$ cat src/rtl/eth_pkg.sv
// Shared Ethernet/IPv4/UDP receive constants, FSM state type and header byte selectors.
package eth_pkg;

    localparam logic [7:0]  ETH_PREAMBLE = 8'h55;
    localparam logic [7:0]  ETH_SFD      = 8'hD5;
    localparam logic [15:0] ETYPE_IPV4   = 16'h0800;
    localparam logic [7:0]  IP_PROTO_UDP = 8'd17;
    localparam logic [15:0] UDP_HDR_LEN  = 16'd8;

    typedef enum logic [2:0] {
        IDLE     = 3'd0,
        PREAMBLE = 3'd1,
        ETH_HEAD = 3'd2,
        IP_HEAD  = 3'd3,
        UDP_HEAD = 3'd4,
        RX_DATA  = 3'd5,
        RX_END   = 3'd6
    } rx_state_t;

    // Byte idx of a MAC address in wire order (idx 0 is the most significant byte).
    function automatic logic [7:0] sel_byte48(input logic [47:0] v, input logic [15:0] idx);
        logic [7:0] b;
        case (idx)
            16'd0:   b = v[47:40];
            16'd1:   b = v[39:32];
            16'd2:   b = v[31:24];
            16'd3:   b = v[23:16];
            16'd4:   b = v[15:8];
            16'd5:   b = v[7:0];
            default: b = 8'h00;
        endcase
        return b;
    endfunction

    function automatic logic [7:0] sel_byte32(input logic [31:0] v, input logic [15:0] idx);
        logic [7:0] b;
        case (idx)
            16'd0:   b = v[31:24];
            16'd1:   b = v[23:16];
            16'd2:   b = v[15:8];
            16'd3:   b = v[7:0];
            default: b = 8'h00;
        endcase
        return b;
    endfunction

endpackage

$ cat src/rtl/udp_rx_packer.sv
// Packs payload bytes MSB-first into 32-bit words, zero-pads a short final word
// and generates the word strobe and packet-complete pulse.
module udp_rx_packer (
    input  logic        i_clk,
    input  logic        i_rst,
    input  logic        i_start,
    input  logic        i_byte_vld,
    input  logic [7:0]  i_byte,
    input  logic        i_last,
    input  logic        i_empty_done,
    output logic        o_rec_en,
    output logic [31:0] o_rec_data,
    output logic        o_rec_pkt_done
);

    logic [1:0]  r_idx;
    logic [31:0] r_acc;
    logic        r_rec_en;
    logic [31:0] r_rec_data;
    logic        r_rec_pkt_done;
    logic [31:0] w_word;
    logic        w_emit;

    // A fresh word starts from zero so a short tail comes out left-aligned and padded.
    always_comb begin
        w_word = (r_idx == 2'd0) ? 32'h0000_0000 : r_acc;
        case (r_idx)
            2'd0:    w_word[31:24] = i_byte;
            2'd1:    w_word[23:16] = i_byte;
            2'd2:    w_word[15:8]  = i_byte;
            2'd3:    w_word[7:0]   = i_byte;
            default: w_word        = r_acc;
        endcase
        w_emit = i_byte_vld && ((r_idx == 2'd3) || i_last);
    end

    // Accumulator and registered outputs.
    always_ff @(posedge i_clk or posedge i_rst) begin
        if (i_rst) begin
            r_idx          <= 2'd0;
            r_acc          <= 32'h0000_0000;
            r_rec_en       <= 1'b0;
            r_rec_data     <= 32'h0000_0000;
            r_rec_pkt_done <= 1'b0;
        end else begin
            r_rec_en       <= w_emit;
            r_rec_pkt_done <= (i_byte_vld && i_last) || i_empty_done;
            if (w_emit) begin
                r_rec_data <= w_word;
            end
            if (i_start) begin
                r_idx <= 2'd0;
            end else if (i_byte_vld) begin
                r_idx <= r_idx + 2'd1;
                r_acc <= w_word;
            end
        end
    end

    assign o_rec_en       = r_rec_en;
    assign o_rec_data     = r_rec_data;
    assign o_rec_pkt_done = r_rec_pkt_done;

endmodule

$ cat src/rtl/udp_rx.sv
// GMII receive parser: checks preamble/SFD and the Ethernet, IPv4 and UDP headers
// against the board address, then streams the UDP payload into the word packer.
module udp_rx
    import eth_pkg::*;
#(
    parameter logic [47:0] BOARD_MAC = 48'h00_11_22_33_44_55,
    parameter logic [31:0] BOARD_IP  = 32'hC0_A8_01_0A
) (
    input  logic        gmii_rx_clk,
    input  logic        rst_i,
    input  logic        gmii_rx_dv,
    input  logic [7:0]  gmii_rxd,
    output logic        rec_en,
    output logic [31:0] rec_data,
    output logic        rec_pkt_done,
    output logic [15:0] rec_byte_num
);

    rx_state_t   r_state, w_state_nxt;
    logic [15:0] r_cnt, w_cnt_nxt, w_cnt_inc;
    logic        r_mac_hit, r_mac_bc, r_etype_hi_ok;
    logic [5:0]  r_ip_hlen;
    logic [7:0]  r_len_hi;
    logic [15:0] r_byte_num;
    logic [15:0] w_udp_len;
    logic        w_byte_vld, w_last, w_start, w_empty_done, w_eth_ok;

    assign w_cnt_inc = (r_cnt == 16'hFFFF) ? r_cnt : r_cnt + 16'd1;
    assign w_udp_len = {r_len_hi, gmii_rxd};
    assign w_eth_ok  = (r_mac_hit || r_mac_bc) && r_etype_hi_ok && (gmii_rxd == ETYPE_IPV4[7:0]);

    // Next-state and byte-counter logic; dv falling mid-frame aborts straight to IDLE.
    always_comb begin
        w_state_nxt  = r_state;
        w_cnt_nxt    = r_cnt;
        w_byte_vld   = 1'b0;
        w_last       = 1'b0;
        w_start      = 1'b0;
        w_empty_done = 1'b0;
        case (r_state)
            IDLE: begin
                if (gmii_rx_dv && (gmii_rxd == ETH_PREAMBLE)) begin
                    w_state_nxt = PREAMBLE;
                    w_cnt_nxt   = 16'd1;
                end else begin
                    w_cnt_nxt   = 16'd0;
                end
            end
            PREAMBLE: begin
                if (!gmii_rx_dv) begin
                    w_state_nxt = IDLE;
                end else if (r_cnt < 16'd7) begin
                    if (gmii_rxd == ETH_PREAMBLE) begin
                        w_cnt_nxt = w_cnt_inc;
                    end else begin
                        w_state_nxt = RX_END;
                    end
                end else if (gmii_rxd == ETH_SFD) begin
                    w_state_nxt = ETH_HEAD;
                    w_cnt_nxt   = 16'd0;
                end else begin
                    w_state_nxt = RX_END;
                end
            end
            ETH_HEAD: begin
                if (!gmii_rx_dv) begin
                    w_state_nxt = IDLE;
                end else if (r_cnt == 16'd13) begin
                    w_state_nxt = w_eth_ok ? IP_HEAD : RX_END;
                    w_cnt_nxt   = 16'd0;
                end else begin
                    w_cnt_nxt = w_cnt_inc;
                end
            end
            IP_HEAD: begin
                if (!gmii_rx_dv) begin
                    w_state_nxt = IDLE;
                end else if ((r_cnt == 16'd0) && (gmii_rxd[3:0] < 4'd5)) begin
                    w_state_nxt = RX_END;
                end else if ((r_cnt == 16'd9) && (gmii_rxd != IP_PROTO_UDP)) begin
                    w_state_nxt = RX_END;
                end else if ((r_cnt >= 16'd16) && (r_cnt <= 16'd19) &&
                             (gmii_rxd != sel_byte32(BOARD_IP, r_cnt - 16'd16))) begin
                    w_state_nxt = RX_END;
                end else if ((r_cnt != 16'd0) && (r_cnt == {10'd0, r_ip_hlen} - 16'd1)) begin
                    w_state_nxt = UDP_HEAD;
                    w_cnt_nxt   = 16'd0;
                end else begin
                    w_cnt_nxt = w_cnt_inc;
                end
            end
            UDP_HEAD: begin
                if (!gmii_rx_dv) begin
                    w_state_nxt = IDLE;
                end else if ((r_cnt == 16'd5) && (w_udp_len < UDP_HDR_LEN)) begin
                    w_state_nxt = RX_END;
                end else if (r_cnt == 16'd7) begin
                    w_cnt_nxt = 16'd0;
                    if (r_byte_num == 16'd0) begin
                        w_empty_done = 1'b1;
                        w_state_nxt  = RX_END;
                    end else begin
                        w_start     = 1'b1;
                        w_state_nxt = RX_DATA;
                    end
                end else begin
                    w_cnt_nxt = w_cnt_inc;
                end
            end
            RX_DATA: begin
                if (!gmii_rx_dv) begin
                    w_state_nxt = IDLE;
                end else begin
                    w_byte_vld = 1'b1;
                    w_cnt_nxt  = w_cnt_inc;
                    if (w_cnt_inc == r_byte_num) begin
                        w_last      = 1'b1;
                        w_state_nxt = RX_END;
                    end else begin
                        w_last      = 1'b0;
                    end
                end
            end
            RX_END: begin
                if (!gmii_rx_dv) begin
                    w_state_nxt = IDLE;
                end else begin
                    w_state_nxt = RX_END;
                end
            end
            default: begin
                w_state_nxt = IDLE;
                w_cnt_nxt   = 16'd0;
            end
        endcase
    end

    // State and byte counter registers.
    always_ff @(posedge gmii_rx_clk or posedge rst_i) begin
        if (rst_i) begin
            r_state <= IDLE;
            r_cnt   <= 16'd0;
        end else begin
            r_state <= w_state_nxt;
            r_cnt   <= w_cnt_nxt;
        end
    end

    // Header field capture: MAC match flags, ethertype high byte, IHL and UDP length.
    always_ff @(posedge gmii_rx_clk or posedge rst_i) begin
        if (rst_i) begin
            r_mac_hit     <= 1'b0;
            r_mac_bc      <= 1'b0;
            r_etype_hi_ok <= 1'b0;
            r_ip_hlen     <= 6'd0;
            r_len_hi      <= 8'd0;
            r_byte_num    <= 16'd0;
        end else begin
            if (r_state == PREAMBLE) begin
                r_mac_hit <= 1'b1;
                r_mac_bc  <= 1'b1;
            end else if ((r_state == ETH_HEAD) && gmii_rx_dv && (r_cnt < 16'd6)) begin
                r_mac_hit <= r_mac_hit && (gmii_rxd == sel_byte48(BOARD_MAC, r_cnt));
                r_mac_bc  <= r_mac_bc && (gmii_rxd == 8'hFF);
            end
            if ((r_state == ETH_HEAD) && gmii_rx_dv && (r_cnt == 16'd12)) begin
                r_etype_hi_ok <= (gmii_rxd == ETYPE_IPV4[15:8]);
            end
            if ((r_state == IP_HEAD) && gmii_rx_dv && (r_cnt == 16'd0)) begin
                r_ip_hlen <= {gmii_rxd[3:0], 2'b00};
            end
            if ((r_state == UDP_HEAD) && gmii_rx_dv && (r_cnt == 16'd4)) begin
                r_len_hi <= gmii_rxd;
            end
            if ((r_state == UDP_HEAD) && gmii_rx_dv && (r_cnt == 16'd5) &&
                (w_udp_len >= UDP_HDR_LEN)) begin
                r_byte_num <= w_udp_len - UDP_HDR_LEN;
            end
        end
    end

    udp_rx_packer u_packer (
        .i_clk          (gmii_rx_clk),
        .i_rst          (rst_i),
        .i_start        (w_start),
        .i_byte_vld     (w_byte_vld),
        .i_byte         (gmii_rxd),
        .i_last         (w_last),
        .i_empty_done   (w_empty_done),
        .o_rec_en       (rec_en),
        .o_rec_data     (rec_data),
        .o_rec_pkt_done (rec_pkt_done)
    );

    assign rec_byte_num = r_byte_num;

endmodule

$ cat config.mk
export PLATFORM = sky130hd
export DESIGN_NAME = udp_rx
export DESIGN_NICKNAME = d
export VERILOG_FILES = /design/src/rtl/eth_pkg.sv /design/src/rtl/udp_rx_packer.sv /design/src/rtl/udp_rx.sv
export SDC_FILE = /design/constraint.sdc
export NUM_CORES = 1
export LEC_CHECK = 0
export BUFFER_PORTS_ARGS = -buffer_cell sky130_fd_sc_hd__buf_2
export CORE_MARGIN = 1
export CORE_UTILIZATION = 55
export DETAILED_ROUTE_END_ITERATION = 7
export PLACE_DENSITY = 0.74
export RECOVER_POWER = 50
export SETUP_SLACK_MARGIN = 0.5
export SYNTH_ARGS = -nofsm -noshare
export SYNTH_HDL_FRONTEND = slang
export SYNTH_SLANG_ARGS = --single-unit
$ cat constraint.sdc
create_clock -name gmii_rx_clk -period 7.5 [get_ports gmii_rx_clk]
set_input_delay 0 -clock gmii_rx_clk [delete_from_list [all_inputs] [get_ports gmii_rx_clk]]
set_output_delay 0 -clock gmii_rx_clk [all_outputs]
set_load 0.02 [all_outputs]
==> impl_metrics.tcl, run 1 <==
set metrics [dict create \
    status "complete, but fails checks" \
    violations "DRC, capacitance limit, slew limit" \
    rows 41 \
    syn_area_per_cell_sq_um 8.99 \
    grt_usage 0.351 \
    drcViolationCount 2 \
    maxCapViolations 1 \
    syn_to_final_growth_pct 11.0 \
    ys_seq_area_frac 0.405 \
    p_leak_nw 3.43 \
    hold_violations 0 \
    path_clk_slew_ps 60 \
    cp-start-kind "flop" \
    cellPowerDensity_nw_per_um2 396 \
    max_freq_ghz 0.240 \
    async_flop_share 1.00 \
    final_layout_size_suffix_gt1_frac 0.121 \
    ys_seq_elements 118 \
    crit_path_cell_trace "ha_1 > nand2_1 > nor4_1 > a311oi_1 > nor4_2 > a41oi_1 > nor2_2 > buf_4 > mux2_2" \
    hold_class "in2reg" \
    post_cts_buffers 0 \
    final_cell_mix "118 x dfrtp_1, 82 x nor2_1, 52 x nand2_1" \
    nets 850 \
    drt_iter0_markers 797 \
    io_pins 61 \
    core_sq_um 12800 \
    grt_pass1_vias 6394 \
    cts_sinks 118 \
    grt_max_degree 76 \
    cts_buffers 17 \
    slew_headroom -0.396 \
    final-setup-viol-count 0 \
    critical_path_class "reg2reg" \
    crit_required_ps 7810 \
    ys_types 79 \
    critical_path_arrival_ps 4480 \
    cts_resized 0 \
    drtAntennaViolNets 0 \
    clk_latency_ps 440 \
    ys_warn_count 0 \
    cts_tree "built" \
    die_h_um 117 \
    clock_skew_ps 9.28 \
    ys.flop_type "dfrtp_1" \
    dieWidth_um 117 \
    grt-ovfl-total 0 \
    worst_pin_slew_ps 2080 \
    cts-root-buf "clkbuf_16" \
    syn-num-nets 831 \
    synth_area_sq_um 7280 \
    multi_input_area_sq_um 3950 \
    register_area_sq_um 2950 \
    synth-edff-count 0 \
    worstPathMaxFanout 25 \
    port_buffers 60 \
    cp-end-kind "flop" \
    postSynthCellCount 810 \
    dp_hpwl_mm 16.0 \
    rsz0062_at_grt "false" \
    grt_antenna_before_repair 0 \
    cpPeakStageDelay_ps 780 \
    period_minus_slack_ps 4170 \
    routed_wl_mm 23.0 \
    finalCritPeriodShare 0.556 \
    wl_per_cell_um 22.6 \
    antennaDiodeCount 0 \
    grt_pass1_wl_mm 35.4 \
    cts.htree.levels 4 \
    vdd_drop_max_mv 0.312 \
    drt-pass1-iter-count 8 \
    finalSetupTns_ps 0 \
    cp_slowest_cell "nor4_1" \
    die_area_sq_um 13700 \
    vias_per_cell 6.67 \
    finalMaxSlewViolations 45 \
    fillers 1079 \
    layout_setup_ws_ps 3330 \
    initial_core_util 0.570 \
    place.gp.congestion 0.979 \
    place_ws_ps 3490 \
    cts_max_path_buffers 2 \
    vias 6760 \
    mostFrequentLayoutCell "dfrtp_1" \
]
cells in the mapped netlist, drive strengths merged, types with 20 or more instances:
library cell | n | share of area
o21ai | 51 | 0.035
dfrtp | 118 | 0.41
a21oi | 52 | 0.036
a22oi | 38 | 0.040
nor2 | 84 | 0.044
mux2 | 20 | 0.031
nand3 | 32 | 0.023
nor3 | 20 | 0.014
clkbuf | 43 | 0.022
nor4 | 22 | 0.024
buf | 24 | 0.020
nand2 | 52 | 0.027
xnor2 | 22 | 0.026
a22o | 29 | 0.035
metrics by stage:
stage                     hold WS, ps  total power (W)   util  area (sq um)  cells
after global placement           94.5          0.00232  0.590          7540    980
after detailed placement          113          0.00235  0.590          7540    980
final                            38.6          0.00320  0.633          8090   1014
after floorplan                   177          0.00195      -          7280    810
after global routing             64.8          0.00336  0.633          8090   1014
after CTS                        17.3          0.00320  0.638          8150   1014
what timing repair did:
action | in CTS | in global routing
endpoints found under the hold margin | 45 | 0
endpoints found under the setup margin | 0 | 0
hold buffers | 2 | 0
area by class of cell:
| class | instances | share of cell area |
|---|---|---|
| clock inverters | 15 | 0.0207 |
| multi-input cells | 605 | 0.489 |
| well taps | 172 | 0.0266 |
| flip-flops and latches | 118 | 0.365 |
| inverters | 20 | 0.00944 |
| clock buffers | 17 | 0.0526 |
| repair buffers | 67 | 0.0365 |
per-layer routing:
metal / up-vias / wire length, um / GRT usage
met2: 331 / 10600 / 0.535
met4: 0 / 737 / 0.160
met1: 3328 / 9830 / 0.475
li1: 3040 / - / -
met5: - / 0 / 0
met3: 61 / 1830 / 0.0855
worst max-delay path: cells and delay by family (launching register included):
family | cells | cell delay [ps]
buffers and inverters | 1 | 300
muxes | 1 | 380
and+or+nand+nor | 4 | 1790
adders and majority gates | 1 | 580
DFF | 1 | 520
AOI/OAI and AO/OA | 2 | 480
where the power goes:
| part | internal (W) | leakage (nW) | switching (W) |
|---|---|---|---|
| sequential | 0.000836 | 1.58 | 0.000226 |
| clock | 0.000496 | 0.279 | 0.000342 |
| combinational | 0.000492 | 1.57 | 0.000812 |
path summary, 6_finish.rpt:
kind | end | slack (ps) | depth (start not counted) | from
max | u_packer.o_rec_data[16] | 3330 | 9 | r_cnt[0]
min | r_ip_hlen[2] | 40 | 3 | gmii_rxd[0]
max reg2reg | u_packer.o_rec_data[16] | 3330 | 9 | r_cnt[0]
min reg2reg | r_etype_hi_ok | 500 | 2 | r_etype_hi_ok
max in group asynchronous | u_packer.r_acc[0] | 5120 | 4 | rst_i
min in group asynchronous | rec_byte_num[10] | 660 | 3 | rst_i
flip-flops by register name, indices dropped and copies added, names as in the netlist:
register	flops
rec_byte_num	16
r_len_hi	8
u_packer.r_acc	32
r_etype_hi_ok	1
r_ip_hlen	4
u_packer.o_rec_pkt_done	1
r_cnt	16
r_state	3
u_packer.r_idx	2
u_packer.o_rec_en	1
r_mac_bc	1
u_packer.o_rec_data	32
r_mac_hit	1
cell families (layout without fill, tap and decap cells):
family                   Yosys count  count (layout)  share of synthesized area
buffers and inverters             87             119                     0.0526
flip-flops                       118             118                      0.405
XOR/XNOR                          35              35                     0.0421
AO/OA/AOI/OAI                    230             230                      0.215
multiplexers                      30              30                     0.0447
AND/OR/NAND/NOR                  300             300                      0.223
adder cells (fa/ha/maj)           10              10                     0.0172
Power figures use the tool's default switching activity.
==> inputs of run 2 (changes only) <==
--- a/config.mk
+++ b/config.mk
@@ -5,6 +5,7 @@
 export SDC_FILE = /design/constraint.sdc
 export NUM_CORES = 1
 export LEC_CHECK = 0
+export ABC_AREA = 1
 export BUFFER_PORTS_ARGS = -buffer_cell sky130_fd_sc_hd__buf_2
 export CORE_MARGIN = 1
 export CORE_UTILIZATION = 55
==> constraint.sdc (replaced) <==
create_clock -name gmii_rx_clk -period 4.05 [get_ports gmii_rx_clk]
set_input_delay 0 -clock gmii_rx_clk [delete_from_list [all_inputs] [get_ports gmii_rx_clk]]
set_output_delay 0 -clock gmii_rx_clk [all_outputs]
set_load 0.02 [all_outputs]
==> run 2 against run 1 <==
Against the previous run:
- flip-flop and latch count is the same
- worst hold slack lost 12 ps
- register-to-register slack lost 2500 ps
- highest routed layer unchanged
- worst setup slack lost 2500 ps
- the flow finishes with violations (capacitance limit, slew limit)
==> impl_metrics.tcl, run 2 <==
set metrics [dict create \
    port_buffers 60 \
    multi_input_area_sq_um 3540 \
    grt_pass1_wl_mm 32.4 \
    drtAntennaViolNets 0 \
    cts_tree "built" \
    ys.flop_type "dfrtp_1" \
    place.gp.congestion 0.981 \
    vdd_drop_max_mv 0.441 \
    vias_per_cell 5.65 \
    antennaDiodeCount 0 \
    wl_per_cell_um 16.3 \
    postSynthCellCount 984 \
    synth-edff-count 0 \
    max_freq_ghz 0.311 \
    synth_fa_ha_area_frac 0.0175 \
    critical_path_class "reg2reg" \
    period_minus_slack_ps 3220 \
    grtUsageMet3 0.0612 \
    maxCapViolations 2 \
    ys_seq_elements 118 \
    mostFrequentLayoutCell "nand2_1" \
    synth_top_family_by_area "simple AND/OR/NAND/NOR gates" \
    cts_sinks 118 \
    drt-pass1-iter-count 5 \
    crit_family "simple AND/OR/NAND/NOR gates" \
    fillers 1213 \
    reg2reg_slack_ps 830 \
    rsz0062_at_grt "false" \
    io_pins 61 \
    fin_util 0.637 \
    synth_most_common_cell "nand2_1" \
    met2_usage 0.511 \
    cts-root-buf "clkbuf_16" \
    finalMaxSlewViolations 76 \
    final-setup-viol-count 0 \
    critical_path_arrival_ps 3570 \
    synthMuxAreaShare 0 \
    initial_core_util 0.565 \
    cellPowerDensity_nw_per_um2 672 \
    cts_buffers 17 \
    syn-num-nets 1005 \
    worstPathMaxFanout 33 \
    cpMostUsedCell "nand2_1" \
    drcViolationCount 0 \
    synth_common_cells "297 x nand2_1, 118 x dfrtp_1, 111 x o21ai_0" \
    nets 1051 \
    ys_warn_count 0 \
    cts_resized 0 \
    cp_slowest_cell "dfrtp_1" \
    cpPeakStageDelay_ps 540 \
    use_met1 0.424 \
    crit_cells 14 \
    finalCritPeriodShare 0.794 \
    path_clk_slew_ps 60 \
    die_h_um 116 \
    synth_compound_area_frac 0.138 \
    clk_latency_ps 420 \
    crit_path_cell_trace "ha_1 > nand2_2 > nor2_4 > nand3_4 > nand2_1 > xor2_1 > nand2_1 > nor2_1 > nand3_1 > nor2_2 > nor2_4 > nor2_8 > nand2_1 > nand2_1" \
    drt_iter0_markers 820 \
    cts.htree.levels 4 \
    yosys-top-cells-area "dfrtp_1 41%, nand2_1 16%, o21ai_0 7.8%, inv_1 5.3%, nand3_1 4.1%" \
    synth_top_area_cell "dfrtp_1" \
    crit_required_ps 4400 \
    synth_top_area_frac 0.414 \
    hold_depth 5 \
    status "complete, but fails checks" \
    final_cell_mix "297 x nand2_1, 118 x dfrtp_1, 111 x o21ai_0" \
    dp_hpwl_mm 14.0 \
    routed_wl_mm 19.8 \
    async_flop_share 1.00 \
    die_area_sq_um 13400 \
    cp-start-kind "flop" \
    slew_headroom -0.392 \
    violations "capacitance limit, slew limit" \
    synth-simple-area-share 0.304 \
    rows 41 \
    syn_to_final_growth_pct 12.7 \
    synth_xor_area_frac 0.0368 \
    register_area_sq_um 2950 \
    cp-end-kind "flop" \
    dieWidth_um 116 \
    core_sq_um 12600 \
    ys_seq_area_frac 0.414 \
    syn_area_per_cell_sq_um 7.25 \
    busiest_layer "met2" \
    grt-ovfl-total 0 \
    grt_antenna_before_repair 0 \
    vias 6862 \
    clock_skew_ps 7.93 \
    worst_pin_slew_ps 2080 \
    synth_area_sq_um 7130 \
    final_layout_size_suffix_gt1_frac 0.0671 \
    hold_class "in2reg" \
    hold_violations 0 \
    grt_max_degree 47 \
    ys_types 43 \
    grt_pass1_vias 6392 \
    rr_worst_depth 14 \
    p_leak_nw 3.78 \
    finalSetupTns_ps 0 \
    cts_max_path_buffers 2 \
    critPathBufInv 0 \
    grt_usage 0.317 \
]
[run 2: final timing paths]
check                                                to        start
worst max-delay path            u_packer.o_rec_data[15]     r_cnt[0]
max in group asynchronous             u_packer.r_acc[9]        rst_i
worst min-delay path            u_packer.o_rec_data[28]  gmii_rxd[4]
worst max register to register  u_packer.o_rec_data[15]     r_cnt[0]
min in group asynchronous              rec_byte_num[11]        rst_i
worst min register to register                r_mac_hit    r_mac_hit
[run 2: through the flow]
stage	power, W	setup slack [ps]	hold WS (ps)	cells	area [sq um]
2_1_floorplan	0.00330	921	141	984	7130
3_3_place_gp	0.00377	898	100	1180	7450
3_5_place_dp	0.00379	886	104	1180	7450
4_1_cts	0.00544	851	12.5	1215	8110
5_1_grt	0.00576	597	79.9	1215	8040
6_report	0.00541	833	26.3	1215	8040
[run 2: power breakdown]
| part | total (W) | switching (W) | internal, W |
|---|---|---|---|
| Clock | 0.00163 | 0.000565 | 0.00106 |
| Combinational | 0.00198 | 0.00139 | 0.000585 |
| Sequential | 0.00180 | 0.000233 | 0.00156 |
[run 2: what timing repair did]
action	in CTS	in global routing
hold buffers	3	0
setup buffers	0	0
endpoints found under the hold margin	43	0
[run 2: layer usage]
layer	part of all wire	wire (um)
met1	0.44	8700
met2	0.47	9330
met3	0.067	1330
met4	0.023	460
met5	0	0
[run 2: cells by family (layout without fill, tap and decap cells)]
group	count (synthesis)	count (layout)
DFF	118	118
xor gates and xnor gates	30	30
and+or+nand+nor	498	498
adders and majority gates	10	10
buffers and inverters	148	207
AOI/OAI and AO/OA	180	180
[run 2: area by class of cell]
class                   instances  area share
well taps                     172      0.0268
inverters                     107      0.0501
repair buffers                 68      0.0372
flip-flops and latches        118       0.367
clock inverters                11      0.0213
multi-input cells             718       0.440
clock buffers                  21      0.0573
[run 2: worst min-delay path: cells and delay by family]
family	cells	cell delay, ps
AND/OR/NAND/NOR	3	180
AO/OA/AOI/OAI	1	100
buffers and inverters	1	140
